--- config.mk ---
export PLATFORM = sky130hd
export DESIGN_NAME = iq_magnitude
export DESIGN_NICKNAME = d
export VERILOG_FILES = /design/src/rtl/iq_magnitude.sv
export SDC_FILE = /design/constraint.sdc
export NUM_CORES = 1
export LEC_CHECK = 0
export ABC_AREA = 1
export BUFFER_PORTS_ARGS = -buffer_cell sky130_fd_sc_hd__buf_4
export CORE_UTILIZATION = 30
export DETAILED_ROUTE_END_ITERATION = 7
export HOLD_SLACK_MARGIN = 0.12
export PLACE_DENSITY = 0.49
export REMOVE_ABC_BUFFERS = 1
export SLEW_MARGIN = 10
export SYNTH_ARGS = -nofsm -noshare
export SYNTH_HDL_FRONTEND = slang
export SYNTH_SLANG_ARGS = --single-unit
export TNS_END_PERCENT = 10
--- constraint.sdc ---
create_clock -name ce_clk -period 2.9 [get_ports ce_clk]
set_input_delay 0.29 -clock ce_clk [delete_from_list [all_inputs] [get_ports ce_clk]]
set_output_delay 0.29 -clock ce_clk [all_outputs]
set_load 0.05 [all_outputs]
--- src/rtl/iq_magnitude.sv ---
// Three-stage alpha-max-plus-beta-min magnitude estimator on AXI-Stream,
// with peak-hold and packet counting on the output side.
module iq_magnitude #(
    parameter int WIDTH = 16
) (
    input  logic               ce_clk,
    input  logic               ce_rst,
    input  logic               clear,
    input  logic [2*WIDTH-1:0] i_tdata,
    input  logic               i_tlast,
    input  logic               i_tvalid,
    output logic               i_tready,
    output logic [WIDTH-1:0]   o_tdata,
    output logic               o_tlast,
    output logic               o_tvalid,
    input  logic               o_tready,
    output logic [WIDTH-1:0]   peak,
    output logic [31:0]        pkt_count
);

    localparam logic [WIDTH-1:0] ONE = {{(WIDTH-1){1'b0}}, 1'b1};

    // Handshake: a beat moves on a cycle where valid and ready are both high;
    // each stage accepts when it is empty or the stage after it is accepting.
    logic rdy1, rdy2, rdy3;

    logic             s1_valid, s1_last;
    logic [WIDTH-1:0] s1_ai, s1_aq;
    logic             s2_valid, s2_last;
    logic [WIDTH-1:0] s2_mx, s2_mn;
    logic             s3_valid, s3_last;
    logic [WIDTH-1:0] s3_mag;

    logic [WIDTH-1:0] in_i, in_q, abs_i, abs_q;
    logic [WIDTH:0]   mag_full;
    logic             out_xfer;

    assign rdy3     = ~s3_valid | o_tready;
    assign rdy2     = ~s2_valid | rdy3;
    assign rdy1     = ~s1_valid | rdy2;
    assign i_tready = rdy1 & ~ce_rst;

    assign in_i = i_tdata[2*WIDTH-1:WIDTH];
    assign in_q = i_tdata[WIDTH-1:0];

    // Two's-complement negate; the most negative input maps to 2^(WIDTH-1) exactly.
    always_comb begin
        abs_i = in_i[WIDTH-1] ? (~in_i + ONE) : in_i;
        abs_q = in_q[WIDTH-1] ? (~in_q + ONE) : in_q;
    end

    always_comb begin
        mag_full = {1'b0, s2_mx}
                 - {4'b0000, s2_mx[WIDTH-1:3]}
                 + {2'b00, s2_mn[WIDTH-1:1]};
    end

    always_ff @(posedge ce_clk) begin
        if (ce_rst || clear) begin
            s1_valid <= 1'b0;
            s1_last  <= 1'b0;
            s1_ai    <= '0;
            s1_aq    <= '0;
        end else if (rdy1) begin
            s1_valid <= i_tvalid;
            if (i_tvalid) begin
                s1_last <= i_tlast;
                s1_ai   <= abs_i;
                s1_aq   <= abs_q;
            end
        end
    end

    // Ties keep I as the max so the ordering is deterministic.
    always_ff @(posedge ce_clk) begin
        if (ce_rst || clear) begin
            s2_valid <= 1'b0;
            s2_last  <= 1'b0;
            s2_mx    <= '0;
            s2_mn    <= '0;
        end else if (rdy2) begin
            s2_valid <= s1_valid;
            if (s1_valid) begin
                s2_last <= s1_last;
                s2_mx   <= (s1_ai >= s1_aq) ? s1_ai : s1_aq;
                s2_mn   <= (s1_ai >= s1_aq) ? s1_aq : s1_ai;
            end
        end
    end

    always_ff @(posedge ce_clk) begin
        if (ce_rst || clear) begin
            s3_valid <= 1'b0;
            s3_last  <= 1'b0;
            s3_mag   <= '0;
        end else if (rdy3) begin
            s3_valid <= s2_valid;
            if (s2_valid) begin
                s3_last <= s2_last;
                s3_mag  <= mag_full[WIDTH-1:0];
            end
        end
    end

    assign o_tdata  = s3_mag;
    assign o_tlast  = s3_last;
    assign o_tvalid = s3_valid;
    assign out_xfer = s3_valid & o_tready;

    always_ff @(posedge ce_clk) begin
        if (ce_rst || clear) begin
            peak      <= '0;
            pkt_count <= '0;
        end else if (out_xfer) begin
            if (s3_mag > peak) begin
                peak <= s3_mag;
            end
            if (s3_last) begin
                pkt_count <= pkt_count + 32'd1;
            end
        end
    end

endmodule
### Yosys cells after proc, flatten, opt, wreduce, memory -nomap -nowiden

Index checks and enable logic that the tools add are counted.

* input port bits: 38
* output and inout bits: 67
* register bits after elaboration: 134
* word-level logic and storage cells: 41

* bitwise operators: 11
* multiplexer cells: 4
* $lt $le $gt $ge: 2
* $add $sub $neg: 5
* reduce and logical (&&, ||, !) cells: 6

Operators by type and width (count)
* 16-bit 2-to-1 mux: 4
* 16-bit by 1-bit adder with 16-bit output (second input constant): 2
* 32-bit by 1-bit adder with 32-bit output (second input constant): 1
* 16-bit inverter: 2
* 16-bit by 15-bit adder with 16-bit output: 1
* 16-bit >= comparator: 1
* 16-bit greater-than comparator: 1
* 16-bit by 13-bit subtractor with 16-bit output: 1
* 2-bit AND reduction: 5
* 1-bit inverter: 4
* 1-bit bitwise OR: 3
* 1-bit AND: 2
* 1-bit logical OR: 1

### Logic depth before layout (Yosys ltp)

Gate-level depths: netlist of run 1.

* word-level depth: 5
* mapped depth: 15
* mapped depth without buffers: 15

### Worst setup path before layout of run 1

OpenSTA, ideal clock, no wires.

* kind: flip-flop to flip-flop
* start point: register s2_mx[1]
* end point: register s3_mag[10] (netlist: o_tdata[10])
* path buffers: 0
* data arrival time: 2.123 ns
* cell stages (with the launch flop): 12
* setup time: 0.115 ns
* setup slack: 0.661 ns
* period minus slack after synthesis: 2.239 ns
* cells stage by stage: dfxtp_1 -> inv_1 -> fa_1 -> fa_1 -> o21ai_0 -> nand2_1 -> nand2_1 -> nand2_1 -> nand2_1 -> nor2_1 -> o21ai_0 -> inv_1

* longest elaborated chain between the ends: 2

RTL lines
* start: declaration: line 30 `logic [WIDTH-1:0] s2_mx, s2_mn;`
* start signal: assignment: line 85 `s2_mx <= (s1_ai >= s1_aq) ? s1_ai : s1_aq;`
* 16-bit by 13-bit subtractor with 16-bit output: line 54 `- {4'b0000, s2_mx[WIDTH-1:3]}`
* 16-bit by 15-bit adder with 16-bit output: line 55 `+ {2'b00, s2_mn[WIDTH-1:1]};`
* end signal: assignment: line 100 `s3_mag <= mag_full[WIDTH-1:0];`
* end: declaration: line 32 `logic [WIDTH-1:0] s3_mag;`

Every way passes these cells.
A chain may end at the register's enable or synchronous reset.

### Final worst setup path of run 1

Same ends and word-level chain as after synthesis.

==> impl_metrics.json, run 1 <==
{
  "run_status": "complete, no violations",
  "cts-htree-levels": 4,
  "diodes": 0,
  "grt_pass1_wl_um": 37700,
  "nNetsFinal": 1570,
  "syn_area_um2": 8820,
  "power_per_cell_area_nw_per_um2": 455,
  "synth-xor-area-share_pct": 1.59,
  "clk_latency_ps": 430,
  "leakagePower_nw": 4.92,
  "antenna_found_initial": 0,
  "tritoncts": "yes",
  "endpoint_kind": "flip-flop",
  "drive_above_1_share_pct": 12.0,
  "track_usage_pct": 15.4,
  "post_cts_resized": 0,
  "startpoint": "s2_mx[1]",
  "synth_seq_cells": 133,
  "multi_input_comb_area_um2": 5020,
  "drt_iter0_markers": 439,
  "cp_num_cells": 11,
  "die_h_um": 173,
  "cts-root-buf": "clkbuf_16",
  "relSlewSlack_pct": 45.5,
  "io_pins": 105,
  "grt_overflow_total": 0,
  "start_util_pct": 30.7,
  "worst-r2r-cell-count": 11,
  "crit_path_end": "o_tdata[10]",
  "p_int_mw": 3.42,
  "power_frac_comb_pct": 15.3,
  "netSwitchingPower_mw": 1.40,
  "grt_max_degree": 70,
  "numCtsBuffers": 17,
  "num_rows": 62,
  "n_fill_cell": 3162,
  "crit_chain": "inv_1 > fa_1 > fa_1 > o21ai_0 > nand2_1 > nand2_1 > nand2_1 > nand2_1 > nor2_1 > o21ai_0 > inv_1",
  "die_area_um2": 30100,
  "ant_nets": 0,
  "layout_commonest_cell": "nand2_1",
  "seqPwrFrac_pct": 39.2,
  "finalSetupViolCount": 0,
  "gp_congestion": 0.843,
  "cap_violations": 0,
  "synthTopCellsByArea": "dfxtp_1, nand2_1, inv_1, a21oi_1, ha_1",
  "clock_sinks": 133,
  "fp.coreArea_um2": 28800,
  "numPortBuffers": 104,
  "max_stage_delay_ps": 530,
  "cts.path.max_buffers": 2,
  "p_sw_share_pct": 29.0,
  "layout_common_cells": "nand2_1, inv_1, a21oi_1",
  "synth_compound_area_share_pct": 13.3,
  "grt_pass1_vias": 7521,
  "placed_area_um2": 9980,
  "synth-edff-count": 0,
  "ir_drop_mv": 0.307,
  "hold_depth": 3,
  "slew_violations": 0,
  "cp_common_cell": "nand2_1",
  "fin_crit_sh_pct": 84.5,
  "area_growth_pct": 20.0,
  "slowest_stage": "fa_1",
  "critPathLaunchType": "flip-flop",
  "worstMarginPinSlew_ps": 817,
  "fin_crit_ps": 2450,
  "r2r_start": "s2_mx[1]",
  "ff_latch_area_um2": 2660,
  "r2r_setup_slack_ps": 450,
  "via_per_inst": 4.46,
  "remaining_drc_errors": 0,
  "path_buf_inv": 2,
  "firstDrtPassIters": 5,
  "path_clk_slew_ps": 70,
  "reg2reg_to": "o_tdata[10]",
  "die_w_um": 173,
  "synthAdderAreaFrac_pct": 10.5,
  "synthSimpleGateAreaFrac_pct": 31.4,
  "cp_top_family": "adder cells",
  "hold_viol": 0,
  "power.share.clock_pct": 45.5,
  "yosysWarnings": 0,
  "synthMuxAreaShare_pct": 0,
  "wl_um": 22500,
  "synth_top_area_cell": "dfxtp_1",
  "routedWlPerCell_um": 12.1,
  "synth_top_area_share_pct": 30.2,
  "rsz0062_at_grt": "false",
  "dp_hpwl_um": 17000,
  "async_flop_share_pct": 0,
  "post_synth_num_cell_types": 40,
  "vias": 8302,
  "fmax_mhz": 408,
  "seq_area_frac_synth_pct": 30.2,
  "ys.flop_type": "dfxtp_1",
  "final_util_pct": 36.8,
  "path_max_fanout": 3,
  "syn-mean-instance-area_um2": 6.41,
  "finalInstanceArea_um2": 10600,
  "hp-class": "input port to flip-flop",
  "required_ps": 3220,
  "fin_skew_ps": 13.7,
  "crit_type": "flip-flop to flip-flop",
  "crit_arrival_ps": 2770,
  "syn_inst": 1376,
  "synth_top_family_by_area": "simple AND/OR/NAND/NOR gates"
}
[final cells by class]
type | instances | area share, %
clock buffers | 19 | 4.18
clock inverters | 13 | 1.38
inverters | 252 | 8.93
repair buffers | 118 | 8.41
well taps | 384 | 4.54
multi-input cells | 944 | 47.4
flip-flops and latches | 133 | 25.1
[metrics by stage]
stage / power (mW) / TNS [ps] / hold WS [ps] / std cells / worst slack, ps
after floorplan: 2.44 / -95290 / 445 / 1329 / -1440
after global placement: 2.66 / 0 / 460 / 1829 / 434
after detailed placement: 2.67 / 0 / 464 / 1829 / 420
after CTS: 4.91 / 0 / 131 / 1863 / 405
after global routing: 5.11 / 0 / 139 / 1863 / 209
final: 4.82 / 0 / 150 / 1863 / 448
[power by group through the flow]
stage	logic [mW]	clock network [mW]	registers, mW
6_report	0.738	2.19	1.89
2_1_floorplan	0.517	0	1.93
3_3_place_gp	0.735	0	1.93
5_1_grt	0.857	2.36	1.89
3_5_place_dp	0.743	0	1.93
4_1_cts	0.748	2.27	1.89
[cell families after synthesis]
group                      Yosys count
and+or+nand+nor                    638
buffers and inverters              299
adders and majority gates           66
AOI/OAI and AO/OA                  224
DFF                                133
xor gates and xnor gates            16
[synthesized netlist by cell type, drive strengths merged, types with 3 or more instances]
master / n
o21ai: 66
buf: 21
nand3b: 13
xnor2: 4
nor2: 137
xor2: 12
inv: 248
ha: 53
o211ai: 3
a21oi: 139
nand2: 335
clkbuf: 26
o221ai: 6
nand3: 116
or2: 3
fa: 13
dfxtp: 133
a31oi: 4
nor3: 19
nand4: 11
clkinv: 4
[sequential cells by signal, indices dropped and copies added, names as in the netlist, 15 cells and up]
| register | cells |
|---|---|
| o_tdata | 16 |
| pkt_count | 32 |
| s2_mx | 16 |
| s1_ai | 16 |
| s2_mn | 15 |
| s1_aq | 16 |
| peak | 16 |
[metal layers]
layer	vias to the layer above	GRT usage, %	wire (um)
met4	0	4.87	231
met2	138	23.1	9510
met3	16	2.54	743
met5	-	0	0
li1	4529	-	-
met1	3619	22.2	12000
[worst min-delay path by stage]
stage | slack [ps] | end | from
after global routing | 140 | s1_aq[1] | i_tdata[1]
after floorplan | 450 | s1_ai[14] | i_tdata[30]
after detailed placement | 460 | o_tvalid | s2_valid
final | 150 | s1_aq[1] | i_tdata[1]
after global placement | 460 | o_tvalid | s2_valid
after CTS | 130 | s1_aq[1] | i_tdata[1]
[repair_timing]
| item | CTS | global route |
|---|---|---|
| hold buffers | 2 | 0 |
| endpoints found under the hold margin | 2 | 0 |
| setup endpoints to repair | 0 | 0 |
| buffers inserted | 0 | 0 |
[worst min-delay path: cells and delay by family]
kind | cells | cell delay, ps
buffers and inverters | 1 | 110
AO/OA/AOI/OAI | 1 | 70
AND/OR/NAND/NOR | 1 | 50
Note: power is estimated with default switching activity, not from simulation.
==> inputs of run 2 (changes only) <==
- clock period: 2.9 -> 2.5 ns (I/O delays scaled with it)
==> run 2 against run 1 <==
Maximum frequency grew 4.7%. Sequential power grew 16%. Clock skew shrank 4.6 ps. Total power grew 18%. Sequential share of layout area shrank 0.51 points. Worst hold slack lost 11 ps. Design area grew 2.1%. Clock power grew 19%. Register-to-register slack lost 290 ps. Utilization grew 0.77 points. First-iteration DRC count shrank 21%. Cell count grew 0.54%.
==> impl_metrics.json, run 2 (same netlist as run 1, synthesis figures left out) <==
{
  "regMostFlops": "pkt_count",
  "crit_type": "flip-flop to flip-flop",
  "cp_top_family": "adder cells",
  "die_area_um2": 30100,
  "layout_common_cells": "nand2_1, inv_1, a21oi_1",
  "fin_skew_ps": 9.18,
  "path_buf_inv": 3,
  "power_frac_comb_pct": 16.0,
  "wl_met3_um": 770,
  "crit_chain": "inv_1 > fa_1 > inv_1 > ha_2 > nand2_1 > nor2_1 > nand3_1 > nand2_1 > nand2_1 > nand3_1 > nand3_1 > nand2_1 > inv_1",
  "grt_pass1_wl_um": 38200,
  "antenna_found_initial": 0,
  "grt_overflow_total": 0,
  "critPathLaunchType": "flip-flop",
  "holdPathEnd": "s1_ai[10]",
  "run_status": "complete, no violations",
  "finalSetupViolCount": 0,
  "nNetsFinal": 1581,
  "cap_violations": 0,
  "cp_common_cell": "nand2_1",
  "ir_drop_mv": 0.402,
  "numPortBuffers": 104,
  "path_clk_slew_ps": 60,
  "p_int_mw": 4.14,
  "netSwitchingPower_mw": 1.56,
  "top_layer": "met4",
  "num_rows": 62,
  "drive_above_1_share_pct": 13.0,
  "dr_wl_met2_um": 9740,
  "n_fill_cell": 3170,
  "cts-htree-levels": 4,
  "grt_pass1_vias": 7660,
  "crit_arrival_ps": 2660,
  "ant_nets": 0,
  "gp_congestion": 0.845,
  "layout_commonest_cell": "nand2_1",
  "clock_sinks": 133,
  "total_power_mw": 5.70,
  "power_per_cell_area_nw_per_um2": 527,
  "slew_violations": 0,
  "cts-root-buf": "clkbuf_16",
  "dp_hpwl_um": 17300,
  "max_stage_delay_ps": 550,
  "power.share.clock_pct": 45.6,
  "p_sw_share_pct": 27.3,
  "r2r_start": "s2_mx[5]",
  "hold_depth": 3,
  "io_pins": 105,
  "numCtsBuffers": 17,
  "clk_latency_ps": 420,
  "hp-class": "input port to flip-flop",
  "timing.setup.tns_ps": 0,
  "min_from": "i_tdata[26]",
  "cts.path.max_buffers": 2,
  "r2r_setup_slack_ps": 160,
  "routedWlPerCell_um": 12.1,
  "endpoint_kind": "flip-flop",
  "worstMarginPinSlew_ps": 691,
  "rsz0062_at_grt": "true",
  "tritoncts": "yes",
  "start_util_pct": 30.7,
  "track_usage_pct": 15.4,
  "via_per_inst": 4.45,
  "hold_viol": 0,
  "diodes": 0,
  "reg2reg_to": "o_tdata[11]",
  "remaining_drc_errors": 0,
  "fin_crit_sh_pct": 93.6,
  "fp.coreArea_um2": 28800,
  "worst-r2r-cell-count": 13,
  "firstDrtPassIters": 4,
  "die_w_um": 173,
  "fin_crit_ps": 2340,
  "required_ps": 2820,
  "fmax_mhz": 427,
  "vias": 8330,
  "die_h_um": 173,
  "drt-met1-wl_um": 11900,
  "relSlewSlack_pct": 54.0,
  "slowest_stage": "fa_1",
  "seqPwrFrac_pct": 38.5,
  "area_growth_pct": 22.5,
  "leakagePower_nw": 5.00,
  "grt_max_degree": 65,
  "largest_reg_flops": 32,
  "path_max_fanout": 5,
  "wl_um": 22700,
  "drt_iter0_markers": 348
}
[run 2: worst max path at each step]
stage,startpoint,endpoint,cells after the start
3_5_place_dp,s2_mx[10],o_tdata[14],12
2_1_floorplan,ce_rst,o_tdata[3],5
6_report,s2_mx[5],o_tdata[11],13
4_1_cts,s2_mx[10],o_tdata[14],12
5_1_grt,s2_mx[11],o_tdata[14],12
3_3_place_gp,s2_mx[10],o_tdata[14],12
[run 2: what timing repair did]
| action | 4_1_cts | 5_1_grt |
|---|---|---|
| hold buffers | 7 | 0 |
| gates resized for setup | 0 | 17 |
| endpoints found under the hold margin | 7 | 0 |
| buffers inserted | 0 | 0 |
| endpoints found under the setup margin | 0 | 8 |
[run 2: area by class of cell]
cell class                      instances  area [um2]  area share (%)
Clock buffer                           23         478            4.42
Clock inverter                          8         124            1.15
Inverter                              252         946            8.75
Multi-Input combinational cell        944        5110            47.3
Sequential cell                       133        2660            24.6
Tap cell                              384         480            4.44
Timing Repair Buffer                  129        1010            9.35
[run 2: worst min-delay path: stages]
cell and delay (ps):
buf_4 100, xor2_1 70, a21oi_1 100
[run 2: per-stage QoR]
stage / instances / utilization (%) / hold slack, ps / setup slack (ps) / area [um2]
after detailed placement: 1835 / 34.9 / 465 / 74.7 / 10100
final: 1873 / 37.6 / 138 / 159 / 10800
after floorplan: 1329 / - / 405 / -1800 / 8610
after global routing: 1873 / 37.6 / 155 / -8.25 / 10800
after CTS: 1873 / 37.3 / 130 / 56.0 / 10700
after global placement: 1835 / 34.9 / 458 / 78.2 / 10100
[run 2: power groups by stage]
stage                     clock network (mW)  logic, mW  registers, mW
after floorplan                            0      0.599           2.24
after global placement                     0      0.878           2.24
after detailed placement                   0      0.884           2.24
after CTS                               2.68      0.897           2.19
after global routing                    2.76       1.05           2.20
final                                   2.60      0.912           2.19
[run 2: metal layers]
metal / vias to the layer above / track usage (%)
met3: 18 / 2.39
li1: 4565 / -
met5: - / 0
met2: 126 / 23.4
met1: 3621 / 22.5
met4: 0 / 4.13
==> inputs of run 3 (changes only) <==
- ABC_AREA: 1 -> default
- GPL_TIMING_DRIVEN: default -> 0
==> run 3 against run 2 <==
Global-route usage fell by 1.3 points. Critical endpoint is now o_tdata[12]. Cell count fell by 27%. The run now ends with setup timing left. Design area fell by 7.8%. Total power rose by 4.2%. Utilization rose by 1.9 points.
==> impl_metrics.json, run 3 <==
{
  "remaining_drc_errors": 0,
  "min_from": "i_tvalid",
  "synth_top_area_share_pct": 34.4,
  "start_util_pct": 30.7,
  "die_h_um": 163,
  "path_clk_slew_ps": 60,
  "cp_common_cell": "fa_2",
  "startpoint": "s2_mx[1]",
  "ant_nets": 0,
  "r2r_start": "s2_mx[1]",
  "path_max_fanout": 3,
  "synth_common_cells": "dfxtp_1, inv_1, nand2_1",
  "cts-htree-levels": 4,
  "seq_area_frac_synth_pct": 34.4,
  "layout_commonest_cell": "dfxtp_1",
  "num_rows": 58,
  "area_growth_pct": 28.6,
  "required_ps": 2830,
  "numCtsBuffers": 17,
  "regMostFlops": "pkt_count",
  "multi_input_comb_area_um2": 4820,
  "antenna_found_initial": 0,
  "relSlewSlack_pct": 43.9,
  "layout_setup_ws_ps": -46.4,
  "n_fill_cell": 2636,
  "nNetsFinal": 1133,
  "grt_pass1_vias": 6010,
  "synth_seq_cells": 133,
  "via_per_inst": 4.66,
  "critPathLaunchType": "flip-flop",
  "async_flop_share_pct": 0,
  "fin_crit_ps": 2550,
  "die_area_um2": 26500,
  "endpoint_kind": "flip-flop",
  "stdcell_count": 1372,
  "synth-edff-count": 0,
  "cts-root-buf": "clkbuf_16",
  "cts.path.max_buffers": 2,
  "clock_sinks": 133,
  "synth.most_common_cell": "dfxtp_1",
  "grt_pass1_wl_um": 30100,
  "largest_reg_flops": 32,
  "hold_viol": 0,
  "drive_above_1_share_pct": 20.5,
  "place_inst": 1327,
  "slew_violations": 0,
  "ir_drop_mv": 0.424,
  "grt_overflow_total": 0,
  "fin_skew_ps": 9.74,
  "fmax_mhz": 393,
  "tritoncts": "yes",
  "gp_congestion": 0.803,
  "diodes": 0,
  "finalInstanceArea_um2": 9960,
  "clk_latency_ps": 420,
  "fin_crit_sh_pct": 102,
  "fp.coreArea_um2": 25300,
  "post_synth_num_cell_types": 57,
  "dp_hpwl_um": 13300,
  "violations": "setup timing",
  "drt_iter0_markers": 279,
  "power_per_cell_area_nw_per_um2": 596,
  "worstMarginPinSlew_ps": 838,
  "grt_max_degree": 65,
  "crit_chain": "inv_2 > fa_2 > fa_2 > nor2b_4 > o2111ai_4 > a21oi_2 > o211ai_1 > a2111o_1 > o221ai_2",
  "run_status": "complete, but fails checks",
  "firstDrtPassIters": 7,
  "yosysWarnings": 0,
  "vias": 6392,
  "syn-mean-instance-area_um2": 8.36,
  "hp-class": "input port to flip-flop",
  "die_w_um": 163,
  "layout_common_cells": "dfxtp_1, buf_4, inv_1",
  "cap_violations": 0,
  "ys.flop_type": "dfxtp_1",
  "routedWlPerCell_um": 13.2,
  "wl_um": 18100,
  "crit_arrival_ps": 2880,
  "io_pins": 105,
  "rsz0062_at_grt": "true",
  "track_usage_pct": 14.1,
  "syn_area_um2": 7750,
  "placed_area_um2": 8950,
  "ff_latch_area_um2": 2680,
  "synth_top_area_cell": "dfxtp_1",
  "slowest_stage": "fa_2",
  "synthTopCellsByArea": "dfxtp_1, ha_1, mux2i_1, inv_1, xor2_1",
  "max_stage_delay_ps": 490,
  "numPortBuffers": 104,
  "syn_inst": 927,
  "leakagePower_nw": 4.14,
  "crit_type": "flip-flop to flip-flop",
  "finalSetupViolCount": 1
}
run 3: cell types whose count changed in the layout (fill, tap and decap cells not counted), sizes merged, moves of 14 or more:
cell and delta:
nor2 -58, o21ai -16, nand3 -95, a21oi -68, mux2i +54, xnor2 +16, nand2 -251, xor2 +29
and3 +14, a211oi +30, inv -147
run 3: final timing paths:
path	endpoint	slack (ps)	depth (start not counted)
max reg2reg	o_tdata[12]	-50	9
min	s1_valid	140	3
min reg2reg	s1_last	460	2
max	o_tdata[12]	-50	9
run 3: cells by family after synthesis:
| kind of cell | count (synthesis) | share of synthesized area (%) |
|---|---|---|
| simple gates | 270 | 16.5 |
| compound gates | 202 | 16.2 |
| buf+inv | 140 | 6.94 |
| flops | 133 | 34.4 |
| fa+ha+maj | 66 | 11.9 |
| xor+xnor | 61 | 6.89 |
| mux | 55 | 7.12 |
run 3: metrics by stage:
stage | worst slack [ps] | total power [mW] | utilization (%) | setup TNS [ps] | hold WS, ps
after floorplan | -1240 | 2.82 | - | -66740 | 386
after global placement | -2060 | 3.03 | 34.8 | -151750 | 449
after detailed placement | -293 | 3.06 | 35.5 | -4380 | 459
after CTS | 4.80 | 5.98 | 39.1 | 0 | 123
after global routing | -115 | 6.22 | 39.5 | -490 | 149
final | -46.4 | 5.94 | 39.5 | -46.4 | 140
run 3: layout make-up:
| class | instances | area share, % |
|---|---|---|
| tap | 330 | 4.14 |
| clock buffer | 17 | 4.27 |
| inverter | 100 | 3.77 |
| timing repair buffer | 123 | 10.3 |
| sequential | 133 | 26.9 |
| multi-input combinational | 654 | 48.3 |
| clock inverter | 15 | 2.29 |
run 3: timing repair:
action                                  4_1_cts  5_1_grt
endpoints found under the hold margin         4        0
gates cloned                                  0        0
buffers inserted                              6        3
endpoints found under the setup margin       23       33
hold buffers                                  4        0
pin swaps                                    14        8
gates resized for setup                      35       23
run 3: where the power goes:
part           switching, mW  leakage (nW)  total (mW)  internal [mW]
clock network           1.00         0.314        2.78           1.78
registers             0.0366          1.08        2.19           2.16
logic                  0.504          2.75       0.969          0.465
run 3: metal layers:
metal,global-route usage (%),routed length (um),vias to the layer above
met3,3.08,633,14
met4,4.63,212,0
met5,0,0,-
met1,19.5,9280,2893
met2,21.7,7990,98
li1,-,-,3387
run 3: critical path, delay by kind of cell, from the launching register on:
| family | cells | cell delay [ps] |
|---|---|---|
| compound gates | 5 | 1030 |
| fa+ha+maj | 2 | 920 |
| flops | 1 | 330 |
| simple gates | 1 | 160 |
| buf+inv | 1 | 40 |
